## src/rtl/display_tx_pkg.sv

```systemverilog
// Shared LC-3 display I/O definitions: register addresses, DSR bit positions
// and the transmitter state encoding.
package display_tx_pkg;

  localparam logic [15:0] DSR_ADDR      = 16'hFE04;
  localparam logic [15:0] DDR_ADDR      = 16'hFE06;
  localparam int unsigned DSR_READY_BIT = 15;
  localparam int unsigned DSR_IE_BIT    = 14;

  typedef enum logic [1:0] {
    ST_IDLE  = 2'd0,
    ST_START = 2'd1,
    ST_DATA  = 2'd2,
    ST_STOP  = 2'd3
  } tx_state_e;

endpackage

```

## src/rtl/display_tx_register.sv

```systemverilog
// Generic synchronous-reset holding register with write enable.
module register #(
  parameter int unsigned W = 8
) (
  input  logic         clk,
  input  logic         rst,
  input  logic         wr_en,
  input  logic [W-1:0] d_i,
  output logic [W-1:0] q_o
);

  always_ff @(posedge clk) begin
    if (rst) begin
      q_o <= '0;
    end else if (wr_en) begin
      q_o <= d_i;
    end
  end

endmodule

```

## src/rtl/display_tx.sv

```systemverilog
// LC-3 display device: DDR writes are sent as 8N1 frames on tx_o; DSR exposes
// ready/ie and irq_o raises when the line is idle with interrupts enabled.
module display_tx
  import display_tx_pkg::*;
#(
  parameter int unsigned CLKS_PER_BIT = 16
) (
  input  logic        clk,
  input  logic        rst,
  input  logic        ddr_wr_en,
  input  logic [15:0] ddr_d_i,
  input  logic        dsr_wr_en,
  input  logic [15:0] dsr_d_i,
  output logic [15:0] dsr_d_o,
  output logic [15:0] ddr_d_o,
  output logic        irq_o,
  output logic        tx_o
);

  localparam int unsigned    TW     = $clog2(CLKS_PER_BIT);
  localparam logic [TW-1:0]  T_LAST = TW'(CLKS_PER_BIT - 1);
  localparam logic [TW-1:0]  T_ONE  = TW'(1);

  tx_state_e     state_q, state_d;
  logic [TW-1:0] timer_q, timer_d;
  logic [2:0]    idx_q, idx_d;
  logic          ie_q;
  logic          irq_q;
  logic          ready;
  logic          ddr_load;
  logic          bit_end;
  logic [7:0]    char_q;
  logic          unused_bits;

  // Ready is simply "line idle", so it can never disagree with the FSM.
  assign ready    = (state_q == ST_IDLE);
  assign ddr_load = ddr_wr_en & ready;
  assign bit_end  = (timer_q == T_LAST);

  register #(.W(8)) u_ddr (
    .clk   (clk),
    .rst   (rst),
    .wr_en (ddr_load),
    .d_i   (ddr_d_i[7:0]),
    .q_o   (char_q)
  );

  always_comb begin
    state_d = state_q;
    timer_d = timer_q;
    idx_d   = idx_q;
    unique case (state_q)
      ST_IDLE: begin
        timer_d = '0;
        idx_d   = '0;
        if (ddr_wr_en) state_d = ST_START;
      end
      ST_START: begin
        timer_d = bit_end ? '0 : timer_q + T_ONE;
        if (bit_end) begin
          state_d = ST_DATA;
          idx_d   = '0;
        end
      end
      ST_DATA: begin
        timer_d = bit_end ? '0 : timer_q + T_ONE;
        if (bit_end) begin
          if (idx_q == 3'd7) state_d = ST_STOP;
          else               idx_d   = idx_q + 3'd1;
        end
      end
      ST_STOP: begin
        timer_d = bit_end ? '0 : timer_q + T_ONE;
        if (bit_end) state_d = ST_IDLE;
      end
      default: state_d = ST_IDLE;
    endcase
  end

  always_ff @(posedge clk) begin
    if (rst) begin
      state_q <= ST_IDLE;
      timer_q <= '0;
      idx_q   <= '0;
      ie_q    <= 1'b0;
      irq_q   <= 1'b0;
    end else begin
      state_q <= state_d;
      timer_q <= timer_d;
      idx_q   <= idx_d;
      irq_q   <= ready & ie_q;
      if (dsr_wr_en) ie_q <= dsr_d_i[DSR_IE_BIT];
    end
  end

  // Line level is decoded from state so reset forces idle-high on the same edge.
  always_comb begin
    tx_o = 1'b1;
    unique case (state_q)
      ST_START: tx_o = 1'b0;
      ST_DATA:  tx_o = char_q[idx_q];
      default:  tx_o = 1'b1;
    endcase
  end

  always_comb begin
    dsr_d_o                = '0;
    dsr_d_o[DSR_READY_BIT] = ready;
    dsr_d_o[DSR_IE_BIT]    = ie_q;
  end

  assign ddr_d_o     = {8'h00, char_q};
  assign irq_o       = irq_q;
  assign unused_bits = ^{ddr_d_i[15:8], dsr_d_i[15], dsr_d_i[13:0]};

endmodule

```

## config.mk

```make
export PLATFORM = sky130hd
export DESIGN_NAME = display_tx
export DESIGN_NICKNAME = d
export VERILOG_FILES = /design/src/rtl/display_tx_pkg.sv /design/src/rtl/display_tx_register.sv /design/src/rtl/display_tx.sv
export SDC_FILE = /design/constraint.sdc
export NUM_CORES = 1
export LEC_CHECK = 0
export ABC_AREA = 1
export BUFFER_PORTS_ARGS = -buffer_cell sky130_fd_sc_hd__buf_2
export CAP_MARGIN = 40
export CELL_PAD_IN_SITES_DETAIL_PLACEMENT = 1
export CELL_PAD_IN_SITES_GLOBAL_PLACEMENT = 2
export CORE_ASPECT_RATIO = 1.5
export CORE_MARGIN = 2
export CORE_UTILIZATION = 19
export CTS_CLUSTER_DIAMETER = 80
export DETAILED_ROUTE_END_ITERATION = 16
export PLACE_DENSITY_LB_ADDON = 0.25
export SKIP_CTS_REPAIR_TIMING = 1
export SYNTH_ARGS = -nofsm -noshare
export SYNTH_HDL_FRONTEND = slang
export SYNTH_SLANG_ARGS = --single-unit
```

## constraint.sdc

```tcl
create_clock -name clk -period 1.32 [get_ports clk]
set_input_delay 0 -clock clk [delete_from_list [all_inputs] [get_ports clk]]
set_output_delay 0 -clock clk [all_outputs]
set_load 0.005 [all_outputs]
```

* Word level (Yosys, flattened, before mapping)
Index checks and enable logic that the tools add are counted.
** Storage, ports and cells
- Output and inout port bits :: 34
- Input port bits :: 36
- Word-level logic and storage cells :: 42
- Register bits after elaboration :: 19
** Operators by class
- Mux-type cells :: 15
- $add $sub $neg :: 2
- Bitwise gates (word level) :: 2
- Reductions and logical operators :: 5
- Equality and inequality tests :: 11
- Order comparisons :: 1
** Operator list (count)
- 2-bit != test, second input constant :: 6
- 2-bit 2-to-1 mux :: 5
- 3-bit 2-to-1 mux :: 3
- 3-bit case mux with 3 select lines :: 1
- 2-bit case mux with 4 select lines :: 1
- 4-bit case mux with 2 select lines :: 1
- 5-bit AND reduction :: 1
- 4-bit by 1-bit adder with 4-bit output, second input constant :: 1
- 2-bit == test, second input constant :: 2
- 4-bit == test, second input constant :: 1
- 3-bit by 4-bit < comparator with 1-bit output, second input constant :: 1
- 4-bit 2-to-1 mux :: 1
- 4-bit AND reduction :: 1
- 3-bit by 1-bit adder with 3-bit output, second input constant :: 1
- 1-bit binary-select mux with 3-bit select :: 1
- 3-bit == test, second input constant :: 1
- 3-bit nonzero test :: 1
- 3-bit OR reduction :: 1
- 1-bit AND :: 2
- 2-bit by 1-bit == test with 1-bit output, second input constant :: 1
- 2-bit zero test :: 1
- 1-bit case mux with 2 select lines :: 1
- 1-bit 2-to-1 mux :: 1

* Longest topological paths before layout
- Word-level depth :: 4
- Mapped depth :: 9
- Mapped depth without buffers :: 9

* Cells and area by module
From an unflattened synthesis, not the netlist that was laid out.
** Unflattened totals
- Cells, all modules :: 176
- Area, all modules :: 1203.7 um^2
** By module, submodules not included
- display_tx :: times used 1, seq. area each 220.2 um^2, area each 862.1 um^2, cells an instance 125
- register :: times used 1, seq. area each 160.2 um^2, area each 341.6 um^2, cells an instance 51

* Worst setup path after synthesis
Ideal clock, no wire load.
- Kind :: reg-to-reg
- Start :: register state_q[0]
- End :: register state_q[1]
- Path slack :: 0.065 ns
- Data arrival time :: 1.140 ns
- Period minus slack after synthesis :: 1.255 ns
- Path buffers :: 0
- Library setup time :: 0.115 ns
- Cell stages (with the launch flop) :: 9
- Required time :: 1.205 ns
- Path through :: dfxtp_1 > inv_1 > ha_1 > inv_2 > nand2_4 > o21ai_2 > nand3b_1 > nand2_1 > nor2_1
** On the way
- Longest elaborated chain between the ends :: 3
- Elaborated cells between the ends (all ways) :: 11
- Classes of those cells :: 8 x eq/ne; 1 x mux; 2 x reduce/logical
** Ends and longest elaborated chain
- start: declaration :: line display_tx.sv:24 : tx_state_e state_q, state_d;
- start signal: assignment :: line display_tx.sv:88 : state_q <= state_d;
- 2-bit == test, or another cell as far along :: line display_tx.sv:52 : unique case (state_q)
- 2-bit != test (no line)
- 5-bit AND reduction (no line)
Several ways; a longest one is shown, not always the timed one.
A chain may end at the register's enable or synchronous reset.

* Final worst setup path
- Start :: register state_q[0]
- End :: output tx_o
** On the way
- Longest elaborated chain between the ends :: 2
- Elaborated cells between the ends (all ways) :: 3
- Classes of those cells :: 2 x eq/ne; 1 x mux
** Ends and longest elaborated chain
- 2-bit == test or 2-bit by 1-bit == test with 1-bit output (tied branches) :: line display_tx.sv:99 : unique case (state_q)
- 1-bit case mux with 2 select lines * :: line display_tx.sv:99
- end: declaration :: line display_tx.sv:17 : output logic tx_o
Every way passes the cells marked *; elsewhere a longest branch is shown, timed or not.

==> results.json <==
{
  "vias": 1007,
  "grt_pass1_wl_mm": 4.46,
  "wl_met3_um": 145,
  "cp-startpoint": "state_q[0]$_SDFFE_PP0P_",
  "ys_async_sr_fraction_pct": 0,
  "die_h_um": 98.3,
  "reg2reg_depth": 9,
  "die-area_mm2": 0.00657,
  "synth_cell_types": 22,
  "grt_max_degree": 16,
  "ys.flop_type": "dfxtp_1",
  "yosys-top-cells-count": "buf_4 (24), dfxtp_1 (19), inv_1 (18), nand2_1 (18), a21oi_1 (16)",
  "globalplace.congestion": 0.694,
  "synthSimpleGateAreaFrac_pct": 20.6,
  "synthAdderAreaFrac_pct": 8.89,
  "clockBufferDepth": 2,
  "path_depth": 7,
  "final_cell_area_mm2": 0.00150,
  "slew_violations": 0,
  "crit_buf_inv": 4,
  "period_minus_slack_ns": 1.29,
  "wl_met2_mm": 1.77,
  "synth_top_family_by_area": "buffers and inverters",
  "ys_warn_count": 0,
  "setup-violations-final": 0,
  "critical_path_class": "reg -> out",
  "rsz0062_at_grt": "yes",
  "critPathMaxStageDelay_ns": 0.33,
  "synth_seq_cells": 19,
  "required_ns": 1.32,
  "drt_pass1_iterations": 2,
  "drtIter0Drc": 16,
  "synth_top_cell_by_area": "dfxtp_1",
  "cts.sinks": 19,
  "hp-class": "in -> reg",
  "grt_pass1_vias": 1061,
  "seqCellArea_um2": 388,
  "wl_per_cell_um": 11.3,
  "grt-ovfl-total": 0,
  "finalHoldViolCount": 1,
  "syn_area_mm2": 0.00113,
  "regToRegEndpoint": "idx_q[1]$_SDFFE_PP0P_",
  "ir_drop_mv": 0.322,
  "fmax_ghz": 0.775,
  "p_leak_nw": 0.689,
  "numCtsBuffers": 3,
  "setup.worst_path.end_class": "output pin",
  "start_kind": "flop",
  "synth_top_area_share_pct": 33.8,
  "areaGrowthSynthToFinish_pct": 33.3,
  "slowest_stage": "dfxtp_2",
  "cpLargestDelayFamily": "buffers and inverters",
  "num-nets-final": 231,
  "routed_wl_mm": 2.92,
  "p_per_area_mw_per_mm2": 1630,
  "fp.dieW_um": 66.9,
  "violations": "negative hold slack",
  "synth-xor-area-share_pct": 0.778,
  "yosysSeqAreaShare_pct": 33.8,
  "route.detailed.drc": 0,
  "multi_input_area_um2": 654,
  "clk_pin_slew_ns": 0.08,
  "maxCapViolations": 0,
  "setup_slack_ns": 0.0300,
  "finClkSkew_ns": 0.00525,
  "nFillCells": 739,
  "hold_ws_ns": -0.00136,
  "dpl_cell_area_mm2": 0.00129,
  "htree_num_levels": 1,
  "reg2reg_from": "state_q[0]$_SDFFE_PP0P_",
  "setup_tns_ns": 0,
  "clockRootBuffer": "clkbuf_8",
  "ant_nets": 0,
  "antenna_found_initial": 0,
  "synth_edf_count": 0,
  "r2r_slack_ns": 0.05,
  "yosysMostFrequentCell": "buf_4",
  "drive_gt1_share_pct": 36.0,
  "routed.top_layer": "met4",
  "syn_avg_cell_area_um2": 7.56,
  "critPathCapture": "tx_o",
  "core.rowCount": 34,
  "muxShareOfSynthArea_pct": 0,
  "pre_cts_ws_ns": -0.0938,
  "status": "finished with violations",
  "fin_crit_sh_pct": 97.7,
  "cts_tree": "done",
  "clock_latency_ns": 0.26,
  "syn_inst": 149,
  "cp_data_arrival_time_ns": 1.29,
  "cp_common_cell": "buf_4",
  "synth_area_leaders": "dfxtp_1 (34%), buf_4 (16%), ha_1 (8.9%), a21oi_1 (7.1%), inv_1 (6.0%)",
  "dpl.hpwl_mm": 2.26,
  "viasPerCell": 3.90,
  "drt-met1-wl_um": 945,
  "grt_util_all_layers_pct": 8.81,
  "io_buffers": 24,
  "io_pins": 70,
  "synth-compound-area-share_pct": 12.2,
  "start_util_pct": 19.5,
  "path_max_fanout": 3,
  "crit_chain": "buf_4 > ha_4 > inv_4 > nand2_4 > buf_4 > nand2_1 > buf_2",
  "core_mm2": 0.00579,
  "antenna_cells": 0
}
## report_power, final
part	leakage, nW	switching (mW)	internal, mW	total (mW)
Combinational	0.505	0.658	0.579	1.24
Sequential	0.158	0.0864	0.709	0.795
Clock	0.0255	0.203	0.210	0.413
## how the worst min path moves through the flow
| stage | endpoint | start | cells past startpoint | slack [ns] |
|---|---|---|---|---|
| finish | ie_q$_SDFFE_PP0P_ | dsr_wr_en | 3 | -0.001 |
| global route | ie_q$_SDFFE_PP0P_ | dsr_wr_en | 3 | 0.01 |
| CTS | ie_q$_SDFFE_PP0P_ | dsr_d_i[14] | 3 | -0.03 |
| detailed placement | ie_q$_SDFFE_PP0P_ | dsr_d_i[14] | 3 | 0.24 |
| global placement | ie_q$_SDFFE_PP0P_ | dsr_d_i[14] | 3 | 0.23 |
| floorplan | idx_q[0]$_SDFFE_PP0P_ | rst | 1 | 0.07 |
## worst reg2reg max path, delay by kind of cell, from the launching register on
kind	cells	cell delay, ns
adder cells (fa/ha/maj)	1	0.18
buffers and inverters	3	0.28
flip-flops	1	0.33
AND/OR/NAND/NOR	4	0.28
AO/OA/AOI/OAI	1	0.14
## layout make-up
cell class / instances / area share (%)
multi-input cells: 105 / 43.6
flip-flops and latches: 19 / 25.8
repair buffers: 37 / 15.9
well taps: 72 / 6.00
inverters: 21 / 5.58
clock buffers: 3 / 2.75
clock inverters: 1 / 0.333
## layout by cell type, fill, tap and decap left out, types with 5 or more instances in the layout
cell,instances
a21oi_1,15
buf_2,24
buf_4,9
conb_1,22
dfxtp_1,15
ha_4,5
inv_1,14
inv_2,5
nand2_1,16
nor2_1,12
## registers in the layout, indices dropped and copies added (netlist names)
| signal | flops |
|---|---|
| ie_q | 1 |
| state_q | 2 |
| u_ddr.q_o | 8 |
| idx_q | 3 |
| timer_q | 4 |
| irq_o | 1 |
## layer usage
metal  global-route usage (%)  vias to the layer above
li1                         -                      503
met1                     8.00                      474
met2                     17.6                       26
met3                     1.15                        4
met4                     4.71                        0
met5                        0                        -
## per-stage QoR
stage                     instances  total power, mW  util (%)
after floorplan                 170             1.47         -
after global placement          247             1.77      22.3
after detailed placement        247             1.80      22.3
after CTS                       251             2.23      23.1
after global routing            258             2.68      26.0
final                           258             2.45      26.0
## logic make-up (layout without fill, tap and decap cells)
group,after synthesis,in the layout
AND/OR/NAND/NOR,48,48
buffers and inverters,46,62
AO/OA/AOI/OAI,26,26
flip-flops,19,19
adder cells (fa/ha/maj),8,8
other,1,22
XOR/XNOR,1,1
(Power assumes the default switching activity.)
